File: src/rtl/hr_window_if.sv
// Bundle of control, configuration and result signals for hr_window_ctrl.
// Signal prefixes are from the controller's point of view: i_ = into it, o_ = out of it.
interface hr_window_if #(
  parameter int CNT_W = 8
) ();
  logic             i_start;
  logic             i_stop;
  logic             i_cls;
  logic             i_cont_mode;
  logic             i_pulse;
  logic             i_sec_tick;
  logic [CNT_W-1:0] i_thr_hi;
  logic [CNT_W-1:0] i_thr_lo;
  logic [CNT_W-1:0] o_count;
  logic [CNT_W-1:0] o_rate;
  logic             o_rate_valid;
  logic             o_alarm_hi;
  logic             o_alarm_lo;
  logic             o_overflow;
  logic             o_busy;
  logic [1:0]       o_state;

  // Driver side: pulse front end, tick generator and control logic.
  modport master (
    output i_start, i_stop, i_cls, i_cont_mode, i_pulse, i_sec_tick, i_thr_hi, i_thr_lo,
    input  o_count, o_rate, o_rate_valid, o_alarm_hi, o_alarm_lo, o_overflow, o_busy, o_state
  );

  // Controller side.
  modport slave (
    input  i_start, i_stop, i_cls, i_cont_mode, i_pulse, i_sec_tick, i_thr_hi, i_thr_lo,
    output o_count, o_rate, o_rate_valid, o_alarm_hi, o_alarm_lo, o_overflow, o_busy, o_state
  );
endinterface

File: src/rtl/hr_window_ctrl.sv
// Heart-rate window controller: counts pulse rising edges over a window of
// second ticks, captures the rate, raises high/low alarms, and runs either
// single-shot (wait for cls) or in back-to-back windows.
module hr_window_ctrl #(
  parameter int CNT_W        = 8,
  parameter int WINDOW_TICKS = 60,
  parameter int HOLD_CYCLES  = 2
) (
  input  logic         clk,
  input  logic         rst,
  hr_window_if.slave   bus
);

  typedef enum logic [1:0] {
    S_IDLE     = 2'd0,
    S_COUNT    = 2'd1,
    S_HOLD     = 2'd2,
    S_WAIT_CLS = 2'd3
  } state_t;

  localparam int TICK_W = (WINDOW_TICKS > 1) ? $clog2(WINDOW_TICKS) : 1;
  localparam int HOLD_W = (HOLD_CYCLES > 1) ? $clog2(HOLD_CYCLES) : 1;
  localparam logic [TICK_W-1:0] TICK_LAST = TICK_W'(WINDOW_TICKS - 1);
  localparam logic [HOLD_W-1:0] HOLD_LAST = HOLD_W'(HOLD_CYCLES - 1);
  localparam logic [CNT_W-1:0]  CNT_MAX   = {CNT_W{1'b1}};

  state_t            r_state, w_state_nxt;
  logic [CNT_W-1:0]  r_count, w_count_nxt;
  logic [TICK_W-1:0] r_tick, w_tick_nxt;
  logic [HOLD_W-1:0] r_hold, w_hold_nxt;
  logic [CNT_W-1:0]  r_rate, w_rate_nxt;
  logic              r_rate_valid, w_rate_valid_nxt;
  logic              r_alarm_hi, w_alarm_hi_nxt;
  logic              r_alarm_lo, w_alarm_lo_nxt;
  logic              r_overflow, w_overflow_nxt;
  logic              r_busy;
  logic              r_pulse_d;

  logic              w_edge;
  logic              w_cnt_sat;
  logic [CNT_W-1:0]  w_count_inc;
  logic              w_win_end;
  logic              w_over_hi;

  assign w_edge      = bus.i_pulse & ~r_pulse_d;
  assign w_cnt_sat   = (r_count == CNT_MAX);
  // Saturating count including an edge seen this cycle; also the final count at window end.
  assign w_count_inc = (w_edge && !w_cnt_sat) ? (r_count + CNT_W'(1)) : r_count;
  assign w_win_end   = bus.i_sec_tick && (r_tick == TICK_LAST);
  // Compare the registered count so the alarm follows one cycle after the crossing.
  assign w_over_hi   = (r_count > bus.i_thr_hi);

  // Next-state and next-datapath values; stop beats every other transition outside IDLE.
  always_comb begin
    w_state_nxt      = r_state;
    w_count_nxt      = r_count;
    w_tick_nxt       = r_tick;
    w_hold_nxt       = r_hold;
    w_rate_nxt       = r_rate;
    w_rate_valid_nxt = 1'b0;
    w_alarm_hi_nxt   = r_alarm_hi;
    w_alarm_lo_nxt   = r_alarm_lo;
    w_overflow_nxt   = r_overflow;

    case (r_state)
      S_IDLE: begin
        w_count_nxt    = '0;
        w_tick_nxt     = '0;
        w_hold_nxt     = '0;
        w_alarm_hi_nxt = 1'b0;
        w_alarm_lo_nxt = 1'b0;
        w_overflow_nxt = 1'b0;
        if (bus.i_start) begin
          w_state_nxt = S_COUNT;
        end else begin
          w_state_nxt = S_IDLE;
        end
      end

      S_COUNT: begin
        if (bus.i_stop) begin
          w_state_nxt    = S_IDLE;
          w_count_nxt    = '0;
          w_tick_nxt     = '0;
          w_hold_nxt     = '0;
          w_alarm_hi_nxt = 1'b0;
          w_alarm_lo_nxt = 1'b0;
          w_overflow_nxt = 1'b0;
        end else begin
          w_count_nxt    = w_count_inc;
          w_overflow_nxt = r_overflow | (w_edge & w_cnt_sat);
          w_alarm_hi_nxt = r_alarm_hi | w_over_hi;
          if (w_win_end) begin
            w_rate_nxt       = w_count_inc;
            w_alarm_lo_nxt   = (w_count_inc < bus.i_thr_lo);
            w_rate_valid_nxt = 1'b1;
            w_tick_nxt       = '0;
            w_hold_nxt       = '0;
            w_state_nxt      = S_HOLD;
          end else if (bus.i_sec_tick) begin
            w_tick_nxt = r_tick + TICK_W'(1);
          end else begin
            w_tick_nxt = r_tick;
          end
        end
      end

      S_HOLD: begin
        if (bus.i_stop) begin
          w_state_nxt    = S_IDLE;
          w_count_nxt    = '0;
          w_tick_nxt     = '0;
          w_hold_nxt     = '0;
          w_alarm_hi_nxt = 1'b0;
          w_alarm_lo_nxt = 1'b0;
          w_overflow_nxt = 1'b0;
        end else begin
          // Count is frozen here, but a crossing on the window-end edge still latches.
          w_alarm_hi_nxt = r_alarm_hi | w_over_hi;
          if (r_hold == HOLD_LAST) begin
            w_hold_nxt = '0;
            if (bus.i_cont_mode) begin
              // alarm_lo deliberately survives until the next window end.
              w_state_nxt    = S_COUNT;
              w_count_nxt    = '0;
              w_tick_nxt     = '0;
              w_overflow_nxt = 1'b0;
              w_alarm_hi_nxt = 1'b0;
            end else begin
              w_state_nxt = S_WAIT_CLS;
            end
          end else begin
            w_hold_nxt = r_hold + HOLD_W'(1);
          end
        end
      end

      S_WAIT_CLS: begin
        if (bus.i_stop || bus.i_cls) begin
          w_state_nxt    = S_IDLE;
          w_count_nxt    = '0;
          w_tick_nxt     = '0;
          w_hold_nxt     = '0;
          w_alarm_hi_nxt = 1'b0;
          w_alarm_lo_nxt = 1'b0;
          w_overflow_nxt = 1'b0;
        end else begin
          w_state_nxt = S_WAIT_CLS;
        end
      end

      default: begin
        w_state_nxt    = S_IDLE;
        w_count_nxt    = '0;
        w_tick_nxt     = '0;
        w_hold_nxt     = '0;
        w_alarm_hi_nxt = 1'b0;
        w_alarm_lo_nxt = 1'b0;
        w_overflow_nxt = 1'b0;
      end
    endcase
  end

  // State register.
  always_ff @(posedge clk or posedge rst) begin
    if (rst) begin
      r_state <= S_IDLE;
    end else begin
      r_state <= w_state_nxt;
    end
  end

  // Datapath and output registers, plus the always-running pulse delay for edge detection.
  always_ff @(posedge clk or posedge rst) begin
    if (rst) begin
      r_count      <= '0;
      r_tick       <= '0;
      r_hold       <= '0;
      r_rate       <= '0;
      r_rate_valid <= 1'b0;
      r_alarm_hi   <= 1'b0;
      r_alarm_lo   <= 1'b0;
      r_overflow   <= 1'b0;
      r_busy       <= 1'b0;
      r_pulse_d    <= 1'b0;
    end else begin
      r_count      <= w_count_nxt;
      r_tick       <= w_tick_nxt;
      r_hold       <= w_hold_nxt;
      r_rate       <= w_rate_nxt;
      r_rate_valid <= w_rate_valid_nxt;
      r_alarm_hi   <= w_alarm_hi_nxt;
      r_alarm_lo   <= w_alarm_lo_nxt;
      r_overflow   <= w_overflow_nxt;
      r_busy       <= (w_state_nxt != S_IDLE);
      r_pulse_d    <= bus.i_pulse;
    end
  end

  assign bus.o_count      = r_count;
  assign bus.o_rate       = r_rate;
  assign bus.o_rate_valid = r_rate_valid;
  assign bus.o_alarm_hi   = r_alarm_hi;
  assign bus.o_alarm_lo   = r_alarm_lo;
  assign bus.o_overflow   = r_overflow;
  assign bus.o_busy       = r_busy;
  assign bus.o_state      = r_state;

endmodule

File: src/flat_wrapper.sv
// flat-port wrapper written by rule: the top's interface ports become plain ports
module hr_window_ctrl_flat 
#(
  parameter int CNT_W        = 8,
  parameter int WINDOW_TICKS = 60,
  parameter int HOLD_CYCLES  = 2
)
  (clk, rst, bus_i_start, bus_i_stop, bus_i_cls, bus_i_cont_mode, bus_i_pulse, bus_i_sec_tick, bus_i_thr_hi, bus_i_thr_lo, bus_o_count, bus_o_rate, bus_o_rate_valid, bus_o_alarm_hi, bus_o_alarm_lo, bus_o_overflow, bus_o_busy, bus_o_state);
  hr_window_if #(.CNT_W(CNT_W)) bus_i ();
  input  logic clk;
  input  logic rst;
  input wire logic [$bits(bus_i.i_start)-1:0] bus_i_start;
  input wire logic [$bits(bus_i.i_stop)-1:0] bus_i_stop;
  input wire logic [$bits(bus_i.i_cls)-1:0] bus_i_cls;
  input wire logic [$bits(bus_i.i_cont_mode)-1:0] bus_i_cont_mode;
  input wire logic [$bits(bus_i.i_pulse)-1:0] bus_i_pulse;
  input wire logic [$bits(bus_i.i_sec_tick)-1:0] bus_i_sec_tick;
  input wire logic [$bits(bus_i.i_thr_hi)-1:0] bus_i_thr_hi;
  input wire logic [$bits(bus_i.i_thr_lo)-1:0] bus_i_thr_lo;
  output wire logic [$bits(bus_i.o_count)-1:0] bus_o_count;
  output wire logic [$bits(bus_i.o_rate)-1:0] bus_o_rate;
  output wire logic [$bits(bus_i.o_rate_valid)-1:0] bus_o_rate_valid;
  output wire logic [$bits(bus_i.o_alarm_hi)-1:0] bus_o_alarm_hi;
  output wire logic [$bits(bus_i.o_alarm_lo)-1:0] bus_o_alarm_lo;
  output wire logic [$bits(bus_i.o_overflow)-1:0] bus_o_overflow;
  output wire logic [$bits(bus_i.o_busy)-1:0] bus_o_busy;
  output wire logic [$bits(bus_i.o_state)-1:0] bus_o_state;
  assign bus_i.i_start = bus_i_start;
  assign bus_i.i_stop = bus_i_stop;
  assign bus_i.i_cls = bus_i_cls;
  assign bus_i.i_cont_mode = bus_i_cont_mode;
  assign bus_i.i_pulse = bus_i_pulse;
  assign bus_i.i_sec_tick = bus_i_sec_tick;
  assign bus_i.i_thr_hi = bus_i_thr_hi;
  assign bus_i.i_thr_lo = bus_i_thr_lo;
  assign bus_o_count = bus_i.o_count;
  assign bus_o_rate = bus_i.o_rate;
  assign bus_o_rate_valid = bus_i.o_rate_valid;
  assign bus_o_alarm_hi = bus_i.o_alarm_hi;
  assign bus_o_alarm_lo = bus_i.o_alarm_lo;
  assign bus_o_overflow = bus_i.o_overflow;
  assign bus_o_busy = bus_i.o_busy;
  assign bus_o_state = bus_i.o_state;
  hr_window_ctrl #(.CNT_W(CNT_W), .WINDOW_TICKS(WINDOW_TICKS), .HOLD_CYCLES(HOLD_CYCLES)) u_core (.clk(clk), .rst(rst), .bus(bus_i));
endmodule
File: config.mk
export PLATFORM = sky130hd
export DESIGN_NAME = hr_window_ctrl_flat
export DESIGN_NICKNAME = d
export VERILOG_FILES = /design/src/rtl/hr_window_if.sv /design/src/rtl/hr_window_ctrl.sv /design/src/flat_wrapper.sv
export SDC_FILE = /design/constraint.sdc
export NUM_CORES = 1
export LEC_CHECK = 0
export CORE_ASPECT_RATIO = 2
export CORE_MARGIN = 2
export CORE_UTILIZATION = 45
export DETAILED_ROUTE_END_ITERATION = 6
export PLACE_DENSITY = 0.75
export SYNTH_ARGS = -nofsm -noshare
export SYNTH_HDL_FRONTEND = slang
export SYNTH_SLANG_ARGS = --single-unit
File: constraint.sdc
create_clock -name clk -period 3.1 [get_ports clk]
set_input_delay 0.93 -clock clk [delete_from_list [all_inputs] [get_ports clk]]
set_output_delay 0.93 -clock clk [all_outputs]
set_load 0.01 [all_outputs]
==> summary.md <==
| Metric | Value |
|---|---|
| Syn nets | 265 |
| Core Region | 4380 sq um |
| Final setup vio count | 0 |
| Final weighted congestion in routability-driven placement | 0.879 |
| Commonest cells after routing, fill and taps aside | 46 x clkdlybuf4s50_1, 31 x dfrtp_1, 22 x inv_1 |
| PwrDens | 404 nW/um^2 |
| CP Max Fanout | 6 |
| Initial DRC count | 35 |
| EDFF count, synth | 0 |
| Worst EP required | 3.27 ns |
| Global-route wire length before repair | 8.94 mm |
| Gr usage total | 23.2% |
| # clock sinks | 31 |
| CP Buf/Inv Count | 2 |
| Vias post-DR | 1922 |
| Min cycle time layout | 2.89 ns |
| Clock Skews | 0.00863 ns |
| Yosys warns | 0 |
| Die Span X | 51.9 um |
| Worst path cell trace | clkdlybuf4s50_1 -> nor2b_1 -> a21boi_4 -> buf_4 -> nand2b_2 -> xnor2_1 -> ha_1 -> nor2_1 -> nand2_1 -> a21oi_1 -> a211oi_1 -> o22ai_1 |
| Final nets | 327 |
| Number of global-route vias before repair | 1991 |
| Synth-to-Final Area Change | 34.9% |
| Vias per inst | 5.70 |
| Antenna-violating nets left | 0 |
| Net Sw Power | 0.000319 W |
| Internal | 0.000808 W |
| Min setup slack post-route | 0.214 ns |
| Switch share | 28.3% |
| Clock tree from TritonCTS | yes |
| Max-slew headroom | 67.1% |
| Clock-pin slew of the registers on the worst-case setup and hold paths | 0.07 ns |
| Initial DRT Pass Iterations | 4 |
| Combinational Power Share | 23.3% |
| Flop2flop setup slack | 0.56 ns |
| Worst slew pin tran | 0.491 ns |
| Setup crit start kind | input pin |
| Dpl hpwl | 4.11 mm |
| Leak | 1.31 nW |
| Clk root buf | clkbuf_8 |
| Final hold slack | 0.481 ns |
| Max IR drop VDD | 0.408 mV |
| GRT overflow | 0 |
| Seq pwr share | 39.4% |
| Max-slew violation count | 0 |
| Setup TNS | 0 ns |
| DRC errors left | 0 |
| Placed instance count | 329 |
| H-Tree Depth | 2 |
| Run status | finished, final reports clean |
| Hold Buf Count CTS | 0 |
| Mapped Cells | 220 |
| Crit share post-route | 93.1% |
| Routed len/inst | 15.9 um |
| Die area | 5180 sq um |
| Final wirelength | 5.35 mm |
| Clock network power share | 37.3% |
| Pre-CTS setup slack | -0.0902 ns |
| Cell row count | 34 |
| Arrival @ worst endpoint | 3.05 ns |
| Initial antenna violation count | 0 |
| I/O Buffers | 46 |
| Initial Util | 47.2% |
| Cell Count, Final, Fillers Out | 337 |
| Fraction of layout cells with a size suffix above 1 | 13.8% |
| Clk buf depth | 2 |
| Crit path capture type | flop |
| CP delay by family, top | buffers and inverters |
| Largest net degree at the start of global routing | 32 |
| Max Cap Viol | 0 |
| Worst path max stage delay | 0.49 ns |
| Asr flop ratio synth | 100% |
| Fmax | 346 MHz |
| Setup Crit Path Kind | in2reg |
| Fillers | 367 |
| Worst skew pair latency | 0.29 ns |
| Inserted Diodes | 0 |
| DIE HEIGHT | 99.8 um |
| Io pins | 47 |
| Netlist cell types | 50 |
| Register area share after synthesis | 37.5% |
| Seq cells post-synth | 31 |
| Top_reg_cell synth | dfrtp_1 |
| Synth Area per Inst | 9.40 sq um |
| Slowest CP cell | clkdlybuf4s50_1 |
| CTS Buf Count | 5 |
| Post-CTS Setup Bufs | 0 |
| Hold violation count in the final report | 0 |
| Cts repair resizes | 0 |
| Post-synthesis cell area | 2070 sq um |
| Most common cell after layout, fill and taps aside | clkdlybuf4s50_1 |
| RSZ-0062 raised after global routing | no |
| Min-delay worst type | reg2reg |
[path summary, 6_finish.rpt]
check                                                    end                         startpoint  cells after the start
min in group asynchronous   u_core.bus.o_rate[4]$_DFFE_PP0P_                                rst                      3
min                         u_core.bus.o_rate[5]$_DFFE_PP0P_   u_core.bus.o_rate[5]$_DFFE_PP0P_                      2
min reg2reg                 u_core.bus.o_rate[5]$_DFFE_PP0P_   u_core.bus.o_rate[5]$_DFFE_PP0P_                      2
max reg2reg                u_core.bus.o_alarm_lo$_DFFE_PP0P_  u_core.bus.o_count[0]$_DFFE_PP0P_                      9
max                        u_core.bus.o_alarm_lo$_DFFE_PP0P_                        bus_i_pulse                     12
max in group asynchronous       u_core.r_tick[5]$_DFFE_PP0P_                                rst                      3
[per-layer routing]
layer | vias to the layer above | routed length, um | track usage (%)
met5 | - | 0 | 0
met4 | 0 | 250 | 15.0
met3 | 18 | 216 | 2.98
met2 | 62 | 2910 | 42.2
met1 | 928 | 1970 | 23.6
li1 | 914 | - | -
[sequential cells by signal (all words and copies together) (netlist names)]
signal and count:
u_core.bus.o_alarm_hi 1, u_core.bus.o_rate 8, u_core.bus.o_alarm_lo 1, u_core.bus.o_busy 1, u_core.bus.o_overflow 1, u_core.r_hold 1, u_core.bus.o_rate_valid 1, u_core.r_pulse_d 1
u_core.r_tick 6, u_core.bus.o_state 2, u_core.bus.o_count 8
[cell families after synthesis]
logic type,count (synthesis),synth area share (%)
AOI/OAI and AO/OA,62,20.5
xor gates and xnor gates,6,2.54
and+or+nand+nor,65,17.2
muxes,8,4.30
buffers and inverters,27,5.27
DFF,31,37.5
adders and majority gates,21,12.7
[power by group through the flow]
stage	Combinational [W]	Sequential, W	Clock (W)
4_1_cts	0.000263	0.000444	0.000430
6_report	0.000263	0.000444	0.000421
2_1_floorplan	0.000139	0.000454	0
5_1_grt	0.000294	0.000446	0.000448
3_3_place_gp	0.000257	0.000451	0
3_5_place_dp	0.000259	0.000451	0
[cell type report]
class | instances | area (sq um) | area share [%]
Clock buffer | 6 | 82.6 | 2.96
Clock inverter | 2 | 35.0 | 1.26
Inverter | 23 | 87.6 | 3.14
Multi-Input combinational cell | 162 | 1180 | 42.4
Sequential cell | 31 | 776 | 27.8
Tap cell | 54 | 67.6 | 2.42
Timing Repair Buffer | 59 | 558 | 20.0
[synthesized netlist by cell type (all sizes together), types with 3 or more instances]
master  number  area share [%]
o31ai        4             1.5
ha          21              13
and3         3             1.1
a211oi       3             1.7
mux2         7             3.8
xnor2        4             1.7
nand4        7             2.1
dfrtp       31              38
nand2       19             3.5
nor2b        6             1.8
nor2        11             2.0
nand3        4             1.2
o21ai       19             4.6
nand2b       6             1.9
a21oi       15             3.6
inv         22             4.0
or3          3            0.91
[through the flow]
step                util (%)  area, sq um  total power, W
finish                  63.6         2790         0.00113
global route            63.6         2790         0.00119
CTS                     63.6         2790         0.00114
detailed placement      61.0         2670        0.000710
global placement        61.0         2670        0.000708
floorplan                  -         2070        0.000593
[tightest hold or removal path, stage by stage (launching register included)]
cell and delay, ns:
dfrtp_1 0.34, nand2_1 0.05, nand2_1 0.06
Power figures use the tool's default switching activity.
